[src/rtl/cvxif_copro_responder.sv]
// CV-X-IF coprocessor responder: decodes custom-3 ADD/SUB/NOP/MUL, buffers accepted
// instructions until commit/kill, executes them in issue order and returns results.
module cvxif_copro_responder #(
   parameter int unsigned Xlen       = 32,
   parameter int unsigned IdWidth    = 3,
   parameter int unsigned FifoDepth  = 4,
   parameter int unsigned MulLatency = 3
) (
   input  logic               clk_i,
   input  logic               rst_i,
   input  logic               x_issue_valid_i,
   output logic               x_issue_ready_o,
   input  logic [31:0]        x_issue_instr_i,
   input  logic [Xlen-1:0]    x_issue_rs1_i,
   input  logic [Xlen-1:0]    x_issue_rs2_i,
   input  logic [IdWidth-1:0] x_issue_id_i,
   output logic               x_issue_accept_o,
   output logic               x_issue_writeback_o,
   input  logic               x_commit_valid_i,
   input  logic [IdWidth-1:0] x_commit_id_i,
   input  logic               x_commit_kill_i,
   output logic               x_result_valid_o,
   input  logic               x_result_ready_i,
   output logic [IdWidth-1:0] x_result_id_o,
   output logic [Xlen-1:0]    x_result_data_o,
   output logic [4:0]         x_result_rd_o,
   output logic               x_result_we_o
);

   localparam int unsigned PtrW = $clog2(FifoDepth);
   localparam int unsigned CntW = PtrW + 1;
   localparam int unsigned LatW = (MulLatency > 1) ? $clog2(MulLatency) : 1;

   typedef enum logic [1:0] {OP_ADD = 2'd0, OP_SUB = 2'd1, OP_NOP = 2'd2, OP_MUL = 2'd3} op_e;
   typedef enum logic [1:0] {S_IDLE, S_EXEC, S_RESP} state_e;

   typedef struct packed {
      logic [IdWidth-1:0] id;
      op_e                op;
      logic [Xlen-1:0]    rs1;
      logic [Xlen-1:0]    rs2;
      logic [4:0]         rd;
      logic               committed;
      logic               killed;
   } entry_t;

   entry_t             mem_q [FifoDepth];
   entry_t             mem_d [FifoDepth];
   logic [PtrW-1:0]    wr_ptr_q, wr_ptr_d, rd_ptr_q, rd_ptr_d;
   logic [CntW-1:0]    count_q, count_d;
   state_e             state_q, state_d;
   logic [LatW-1:0]    cnt_q, cnt_d;
   logic [Xlen-1:0]    mul_a_q, mul_a_d, mul_b_q, mul_b_d;
   logic               res_valid_q, res_valid_d;
   logic [IdWidth-1:0] res_id_q, res_id_d;
   logic [Xlen-1:0]    res_data_q, res_data_d;
   logic [4:0]         res_rd_q, res_rd_d;
   logic               res_we_q, res_we_d;

   logic               dec_match_c, push_c, pop_c, new_hit_c;
   logic               head_hit_c, head_commit_c, head_kill_c;
   logic [FifoDepth-1:0] live_c;
   entry_t             head_c;
   logic               unused_c;

   // Decode: custom-3 opcode, funct7 zero, funct3 in 0..3
   assign dec_match_c = (x_issue_instr_i[6:0] == 7'h7B) && (x_issue_instr_i[31:25] == 7'h00)
                        && !x_issue_instr_i[14];
   assign x_issue_accept_o    = dec_match_c;
   assign x_issue_writeback_o = dec_match_c && (x_issue_instr_i[13:12] != 2'd2);
   assign x_issue_ready_o     = (count_q != CntW'(FifoDepth));
   assign push_c    = x_issue_valid_i && x_issue_ready_o && dec_match_c;
   assign new_hit_c = x_commit_valid_i && (x_commit_id_i == x_issue_id_i);
   assign unused_c  = ^x_issue_instr_i[24:15];

   // A commit in the same cycle as the head decision takes effect immediately
   assign head_c        = mem_q[rd_ptr_q];
   assign head_hit_c    = x_commit_valid_i && (x_commit_id_i == head_c.id);
   assign head_commit_c = head_c.committed || (head_hit_c && !x_commit_kill_i);
   assign head_kill_c   = head_c.killed || (head_hit_c && x_commit_kill_i);

   always_comb begin
      live_c = '0;
      for (int i = 0; i < FifoDepth; i++) begin
         live_c[i] = CntW'(PtrW'(PtrW'(i) - rd_ptr_q)) < count_q;
      end
   end

   always_comb begin
      mem_d       = mem_q;
      wr_ptr_d    = wr_ptr_q;
      rd_ptr_d    = rd_ptr_q;
      state_d     = state_q;
      cnt_d       = cnt_q;
      mul_a_d     = mul_a_q;
      mul_b_d     = mul_b_q;
      res_valid_d = res_valid_q;
      res_id_d    = res_id_q;
      res_data_d  = res_data_q;
      res_rd_d    = res_rd_q;
      res_we_d    = res_we_q;
      pop_c       = 1'b0;

      for (int i = 0; i < FifoDepth; i++) begin
         if (live_c[i] && x_commit_valid_i && (mem_q[i].id == x_commit_id_i)) begin
            if (x_commit_kill_i) mem_d[i].killed = 1'b1;
            else                 mem_d[i].committed = 1'b1;
         end
      end

      if (push_c) begin
         mem_d[wr_ptr_q] = '{id: x_issue_id_i, op: op_e'(x_issue_instr_i[13:12]),
                             rs1: x_issue_rs1_i, rs2: x_issue_rs2_i, rd: x_issue_instr_i[11:7],
                             committed: new_hit_c && !x_commit_kill_i,
                             killed: new_hit_c && x_commit_kill_i};
         wr_ptr_d = wr_ptr_q + PtrW'(1);
      end

      unique case (state_q)
         S_IDLE: begin
            if (count_q != '0 && (head_kill_c || head_commit_c)) begin
               pop_c    = 1'b1;
               rd_ptr_d = rd_ptr_q + PtrW'(1);
               if (!head_kill_c && head_c.op != OP_NOP) begin
                  res_id_d = head_c.id;
                  res_rd_d = head_c.rd;
                  res_we_d = 1'b1;
                  if (head_c.op == OP_MUL && MulLatency > 1) begin
                     mul_a_d = head_c.rs1;
                     mul_b_d = head_c.rs2;
                     cnt_d   = LatW'(MulLatency - 1);
                     state_d = S_EXEC;
                  end else begin
                     unique case (head_c.op)
                        OP_ADD:  res_data_d = head_c.rs1 + head_c.rs2;
                        OP_SUB:  res_data_d = head_c.rs1 - head_c.rs2;
                        default: res_data_d = head_c.rs1 * head_c.rs2;
                     endcase
                     res_valid_d = 1'b1;
                     state_d     = S_RESP;
                  end
               end
            end
         end
         S_EXEC: begin
            if (cnt_q <= LatW'(1)) begin
               res_data_d  = mul_a_q * mul_b_q;
               res_valid_d = 1'b1;
               cnt_d       = '0;
               state_d     = S_RESP;
            end else begin
               cnt_d = cnt_q - LatW'(1);
            end
         end
         S_RESP: begin
            if (x_result_ready_i) begin
               res_valid_d = 1'b0;
               state_d     = S_IDLE;
            end
         end
         default: state_d = S_IDLE;
      endcase

      count_d = count_q + CntW'(push_c) - CntW'(pop_c);
   end

   always_ff @(posedge clk_i) begin
      if (rst_i) begin
         wr_ptr_q    <= '0;
         rd_ptr_q    <= '0;
         count_q     <= '0;
         state_q     <= S_IDLE;
         cnt_q       <= '0;
         mul_a_q     <= '0;
         mul_b_q     <= '0;
         res_valid_q <= 1'b0;
         res_id_q    <= '0;
         res_data_q  <= '0;
         res_rd_q    <= '0;
         res_we_q    <= 1'b0;
      end else begin
         wr_ptr_q    <= wr_ptr_d;
         rd_ptr_q    <= rd_ptr_d;
         count_q     <= count_d;
         state_q     <= state_d;
         cnt_q       <= cnt_d;
         mul_a_q     <= mul_a_d;
         mul_b_q     <= mul_b_d;
         res_valid_q <= res_valid_d;
         res_id_q    <= res_id_d;
         res_data_q  <= res_data_d;
         res_rd_q    <= res_rd_d;
         res_we_q    <= res_we_d;
      end
   end

   // Payload storage needs no reset: liveness comes from the pointers and count
   always_ff @(posedge clk_i) begin
      mem_q <= mem_d;
   end

   assign x_result_valid_o = res_valid_q;
   assign x_result_id_o    = res_id_q;
   assign x_result_data_o  = res_data_q;
   assign x_result_rd_o    = res_rd_q;
   assign x_result_we_o    = res_we_q;

endmodule

[config.mk]
export PLATFORM = sky130hd
export DESIGN_NAME = cvxif_copro_responder
export DESIGN_NICKNAME = d
export VERILOG_FILES = /design/src/rtl/cvxif_copro_responder.sv
export SDC_FILE = /design/constraint.sdc
export NUM_CORES = 2
export LEC_CHECK = 0
export ABC_AREA = 1
export BUFFER_PORTS_ARGS = -buffer_cell sky130_fd_sc_hd__buf_2
export CAP_MARGIN = 20
export CORE_AREA = 2 2 283 285
export DETAILED_ROUTE_END_ITERATION = 16
export DIE_AREA = 0 0 285 287
export GPL_TIMING_DRIVEN = 0
export PLACE_DENSITY = 0.82
export SLEW_MARGIN = 40
export SYNTH_ARGS = -nofsm -noshare
export SYNTH_HDL_FRONTEND = slang
export SYNTH_SLANG_ARGS = --single-unit
[constraint.sdc]
create_clock -name clk_i -period 8.29 [get_ports clk_i]
set_input_delay 1.2435 -clock clk_i [delete_from_list [all_inputs] [get_ports clk_i]]
set_output_delay 1.2435 -clock clk_i [all_outputs]
set_load 0.02 [all_outputs]
; Word level (Yosys, flattened, before mapping)
; Index checks and enable logic that the tools add are counted.
[totals]
ff_bits = 421
elab_cells = 168
inputBits = 108
[classes]
mul = 2
n_lt_le_gt_ge = 8
n_eq_ne = 20
n_reduce_logical = 41
addsub = 11
n_bitwise = 2
mux = 44
[op_table]
columns = operator, n
row1 = bitwise mux 304 bit, 1
row2 = two-way mux 230 bit, 1
row3 = two-way mux 76 bit, 3
row4 = binary-select mux 76 bit (select 2 bit), 1
row5 = demux 76 bit (select 2 bit), 1
row6 = two-way mux 32 bit, 4
row7 = one-hot mux 32 bit (2 select lines), 2
row8 = multiplier 32 x 32 -> 32 bit, 2
row9 = adder 32 bit, 1
row10 = subtractor 32 bit, 1
row11 = two-way mux 2 bit, 13
row12 = logical AND 1 bit, 22
row13 = equality test 3 bit, 6
row14 = != test 2 bit (second input constant), 8
row15 = two-way mux 1 bit, 15
row16 = less-than comparator 2 x 3 -> 1 bit, 4
row17 = AND reduction 4 bit, 3
row18 = equality test 7 bit (second input constant), 1
row19 = zero test 7 bit, 1
row20 = greater-or-equal comparator 3 bit (second input constant), 2
row21 = inverter 2 -> 3 bit, 2
row22 = one-hot mux 2 bit (3 select lines), 1
row23 = AND reduction 6 bit, 1
row24 = nonzero test 3 bit, 2
row25 = 20 further kinds, 30

; Depth between registers and ports, before layout
[depth]
word_depth = 13
depth_mapped = 43
mapped_depth_nobuf = 39

; Worst setup path before layout
; No wires, ideal clock.
[synth_path]
kind = register to register
startpoint = register rd_ptr_q[1]
endpoint = register res_data_q[27] (netlist: x_result_data_o[27])
required_ps = 8170
setup_time_ps = 120
slack_ps = 882
stages_incl_launch_ff = 35
period_less_slack_ps = 7408
arrival_ps = 7289
cell_sequence = dfxtp_1 -> buf_6 -> nor2_2 -> buf_4 -> buf_2 -> nand2_1 -> nand4_1 -> clkbuf_1 -> inv_1 -> clkbuf_1 -> nor2_1 -> fa_1 -> fa_1 -> fa_1 -> inv_1 -> fa_1 -> inv_1 -> fa_1 -> inv_1 -> fa_1 -> inv_1 -> fa_1 -> fa_1 -> ha_1 -> a21oi_1 -> o21ai_0 -> a21oi_1 -> o21bai_1 -> nand3_1 -> nand2_1 -> or2_2 -> nand3_1 -> nand2_1 -> nand2_1 -> a21oi_1
[synth_rtl]
columns = item, line
row1 = start: declaration, 49  ; logic [PtrW-1:0] wr_ptr_q, wr_ptr_d, rd_ptr_q, rd_ptr_d;
row2 = start signal: assignment, 183  ; rd_ptr_q <= rd_ptr_d;
row3 = end signal: assignment, 191  ; res_data_q <= res_data_d;
row4 = end: declaration, 56  ; logic [Xlen-1:0] res_data_q, res_data_d;

; Final worst setup path
[layout_path]
startpoint = register rd_ptr_q[0]
endpoint = register res_data_q[27] (netlist: x_result_data_o[27])
[layout_via]
elab_chain_len = 12
[layout_lines]
columns = item, line
row1 = inverter 2 -> 3 bit (not written as such) (*), 77  ; assign head_c = mem_q[rd_ptr_q];
row2 = binary-select mux 76 bit (select 2 bit) (*), 77
row3 = two-way mux 76 bit (not written as such) (*) (2 in a row), 77
row4 = branches (longest 8 deep; another with multiplier 32 x 32 -> 32 bit), n/a
; Every way passes the cells marked *. The select of a mux whose other input is x is not followed.
; A chain may end at the register's enable or synchronous reset.

==> results by stage <==
Status:
- The flow ran to the end, and the final reports show no timing, DRC or antenna violations.

Synthesis:
- By area the synthesized netlist is led by fa_1, edfxtp_1, nand2_1.
- Synthesis produced between 6000 and 7000 cells.
- The most common cell in the synthesized netlist is nand2_1.
- Dividing the synthesized area by the synthesized cell count gives 8.42 um2.
- The warning count from the yosys run is 0.
- Of all cell types, the one taking the most synthesized area is fa_1.
- The netlist area before placement is 50900 um2.
- The post-synthesis sequential element count is about 420.
- The dominant synthesized flop cell is edfxtp_1.
- The number of synthesized flops with an enable pin is between 200 and 300.
- The count of different cell masters after synthesis is roughly 60.
- The proportion of synthesized flip-flops having asynchronous set or reset is 0%.
- Ranked by instance count, the synthesized netlist is headed by nand2_1, inv_1, fa_1.
- The sequential element share of the synthesized area is 22.4%.
- The area share of the largest cell type after synthesis is between 30% and 40%.
- The number of nets in the synthesized netlist is roughly 7300.

Power and ir drop:
- The worst-case IR drop observed on VDD is roughly 0.28 mV.
- The overall power after layout is 4430 uW.
- Power spread over the standard cell area amounts to ~80 nW/um2.
- Summed over all cells, the static leakage comes to ~0.028 uW.

Cells and area:
- The net count of the finished layout is 7514.
- The area growth from synthesis to layout is 10.5%.
- Of the cells placed in the final design, the portion with a size suffix greater than 1 is 9.58%.
- The count of placed standard cells in the final layout, fillers left out is 7396.
- Once layout is complete, the utilization of the core stands at 71.5%.

Worst setup path:
- The critical path ends at x_result_data_o[27]$_SDFFE_PP0P_.
- The number of gates on the worst path with buffers counted is 35.
- The capturing point of the worst reg2reg path is x_result_data_o[27]$_SDFFE_PP0P_.
- The kind of capture point of the worst setup path is a register.
- The largest single stage delay on the critical path is about 0.55 ns.
- In this run the worst path has a maximum fanout of 12.
- The setup slack on the worst flop-to-flop path is between 0.1 and 0.15 ns.
- In this run the worst setup path begins at rd_ptr_q[0]$_SDFFE_PP0P_.
- The origin of the critical flop-to-flop path is rd_ptr_q[0]$_SDFFE_PP0P_.
- The number of cells on the worst reg-to-reg path is 35.
- The worst setup path is launched from a register.
- Among all stages on the critical path, the largest delay is contributed by fa_1.
- The critical path contains buffers and inverters numbering 8 combined.
- The cell family contributing the most delay on the critical path is adder cells.
- The most repeated library cell on the critical path is fa_1.
- At the worst endpoint, the arrival time is between 8 and 9 ns.
- The critical path is of the reg -> reg type.
- The worst path required time is about 8.8 ns.

Placement:
- Before CTS, the worst setup slack after placement is -1.49 ns.
- The post-placement cell count is between 7000 and 8000.
- The congestion estimate from routability-driven global placement came to approximately 1.1.
- Port buffering added 140 buffers.
- The sum of net half-perimeters after detailed placement is 143 mm.

Detailed routing:
- The detail route stage leaves a number of antenna-violating nets equal to 0.
- The post-detailed-route DRC marker count is 0.
- After detailed routing, the total wire length is 188 mm.
- The routed via count divided by cell count is 6.02.
- The DRC violation total after the first TritonRoute iteration is approximately 5700.
- Summing over every cut layer, the via total after detailed routing is 44497.
- After detailed routing, the average wire length per cell comes to about 25 um.
- The total iterations of the first detailed-routing run is 6.

Clock tree:
- The clock drives about 420 sinks.
- The cell sitting at the root of the clock tree is a clkbuf_16.
- Clock tree synthesis inserted a total of 45 buffers.
- For this design, the CTS-stage hold fixing added 0 buffers.
- TritonCTS built the clock tree.
- For the worst-skew pair, the clock arrives at the later sink with an insertion delay of 0.62 ns.
- CTS built an H-tree with a depth of 2.
- The CTS clock-pin slew for the worst setup and hold paths is roughly 0.080 ns.
- The clock passes through at most 3 buffers.

STA:
- The max-slew headroom at the worst pin is 31.7%.
- The worst-case clock skew is around 0.035 ns.
- The count of final hold-check violations is 0.
- The number of max-slew violations in the final report came to 0.
- Setup repair after global routing could not meet its margin everywhere.
- The count of final setup violators is 0.
- The ratio of final minimum period to clock period is 98.3%.
- Setup slack closes at about 0.14 ns.
- At the pin with the least slew margin, the transition time is 1.02 ns.
- The tightest hold path in the finished design has a slack of about 0.47 ns.
- The timing-limited maximum frequency is approximately 120 MHz.
- For the finished layout, the period the worst path requires is ~8.1 ns.

Global route:
- The via count of the first global-routing pass came to approximately 44000.
- Entering global routing, the biggest net connects 20 pins.
- The number of antenna violations at the first check in global routing is 10.
- The global-route wire length before repair is approximately 270 mm.
- The global-route usage over all layers is a little under half.
- The residual overflow from global routing is 0.

Die:
- The floorplan has 103 rows.
- The floorplan step defined a die boundary enclosing ~82000 um2.
- The x dimension of the die is between 200 and 300 um.
- The floorplan step defined a core boundary enclosing slightly below 80000 um2.
- Once the floorplan was initialized, standard cells occupied between 60% and 70% of the core.
- From bottom edge to top edge, the die measures between 200 and 300 um.
- For this design the top-level I/O count stands at between 150 and 200.

Min path:
- In this run the most critical hold path is launched from x_result_data_o[14]$_SDFFE_PP0P_.
- The min-delay analysis places its worst path in the category reg -> reg.

Job:
- Max-cap violations in this run came to 0.
[final cells by class]
type	instances	area (um2)
Antenna cell	10	25.0
Buffer	259	1550
Clock buffer	63	1260
Clock inverter	21	251
Fill cell	6014	22400
Inverter	1284	4900
Multi-Input combinational cell	4071	33900
Sequential cell	421	11400
Tap cell	1050	1310
Timing Repair Buffer	217	1610
[layout by cell type (no fill, tap or decap), drive strengths merged, types with 16 or more instances in the layout]
cell type | Yosys | routed
nand2 | 1485 | 1485
inv | 1272 | 1274
fa | 818 | 818
nor2 | 500 | 500
buf | 89 | 307
edfxtp | 296 | 296
ha | 289 | 289
a21oi | 266 | 266
clkbuf | 181 | 232
o21ai | 225 | 225
nand3 | 129 | 129
dfxtp | 125 | 125
xor2 | 88 | 88
xnor2 | 47 | 47
a31oi | 26 | 26
nor3 | 24 | 24
nand4 | 20 | 20
nand3b | 19 | 19
clkinv | 12 | 18
a22oi | 16 | 16
[metrics by stage]
step,instance area [um2],TNS (ns)
floorplan,50900,0
global placement,52900,-25.42
detailed placement,53400,-23.41
CTS,55500,0
global route,56200,-0.150
finish,56200,0
[how the worst min path moves through the flow]
stage / depth (start not counted) / end / slack [ns]
2_1_floorplan: 2 / cnt_q[0]$_SDFFE_PP0P_ / 0.44
3_3_place_gp: 2 / x_result_data_o[14]$_SDFFE_PP0P_ / 0.45
3_5_place_dp: 2 / x_result_data_o[11]$_SDFFE_PP0P_ / 0.46
4_1_cts: 2 / x_result_data_o[11]$_SDFFE_PP0P_ / 0.47
5_1_grt: 2 / x_result_data_o[11]$_SDFFE_PP0P_ / 0.47
6_report: 2 / x_result_data_o[14]$_SDFFE_PP0P_ / 0.47
[registers in the layout, indices dropped and copies added (netlist names)]
signal / flops
mul_a_q: 32
x_result_data_o: 32
x_result_we_o: 1
wr_ptr_q: 2
state_q: 2
x_result_valid_o: 1
mem_q: 304
rd_ptr_q: 2
count_q: 3
x_result_rd_o: 5
x_result_id_o: 3
mul_b_q: 32
cnt_q: 2
[routing by layer]
layer  vias to the layer above  wire length, um  share of wire [%]  global-route usage, %
li1                      18824                -                  -                      -
met1                     21491            67500                 36                   58.9
met2                      3360            79600                 42                   67.9
met3                       812            27400                 15                   16.4
met4                        10            12900                6.9                   24.8
met5                         -               99              0.053                      0
[tightest hold or removal path, cell delays in order (launching register included)]
cell and delay, ns:
dfxtp_1 0.31, nand2_1 0.06, a21oi_1 0.05
[cell families after synthesis]
family	share of synthesized area, %
buffers and inverters	11.8
adders and majority gates	39.3
xor gates and xnor gates	2.32
and+or+nand+nor	17.4
AOI/OAI and AO/OA	6.80
DFF	22.4
[what timing repair did]
| item | CTS | global route |
|---|---|---|
| gates cloned | 0 | 1 |
| buffers inserted | 31 | 27 |
| endpoints found under the setup margin | 23 | 16 |
| pin swaps | 9 | 10 |
| gates resized for setup | 131 | 197 |
[power breakdown]
part	switching (uW)	total, uW	internal [uW]
logic	59.2	87.5	28.3
clock network	952	2100	1150
registers	0.182	2250	2240
total	1010	4430	3420
(Power assumes the default switching activity.)
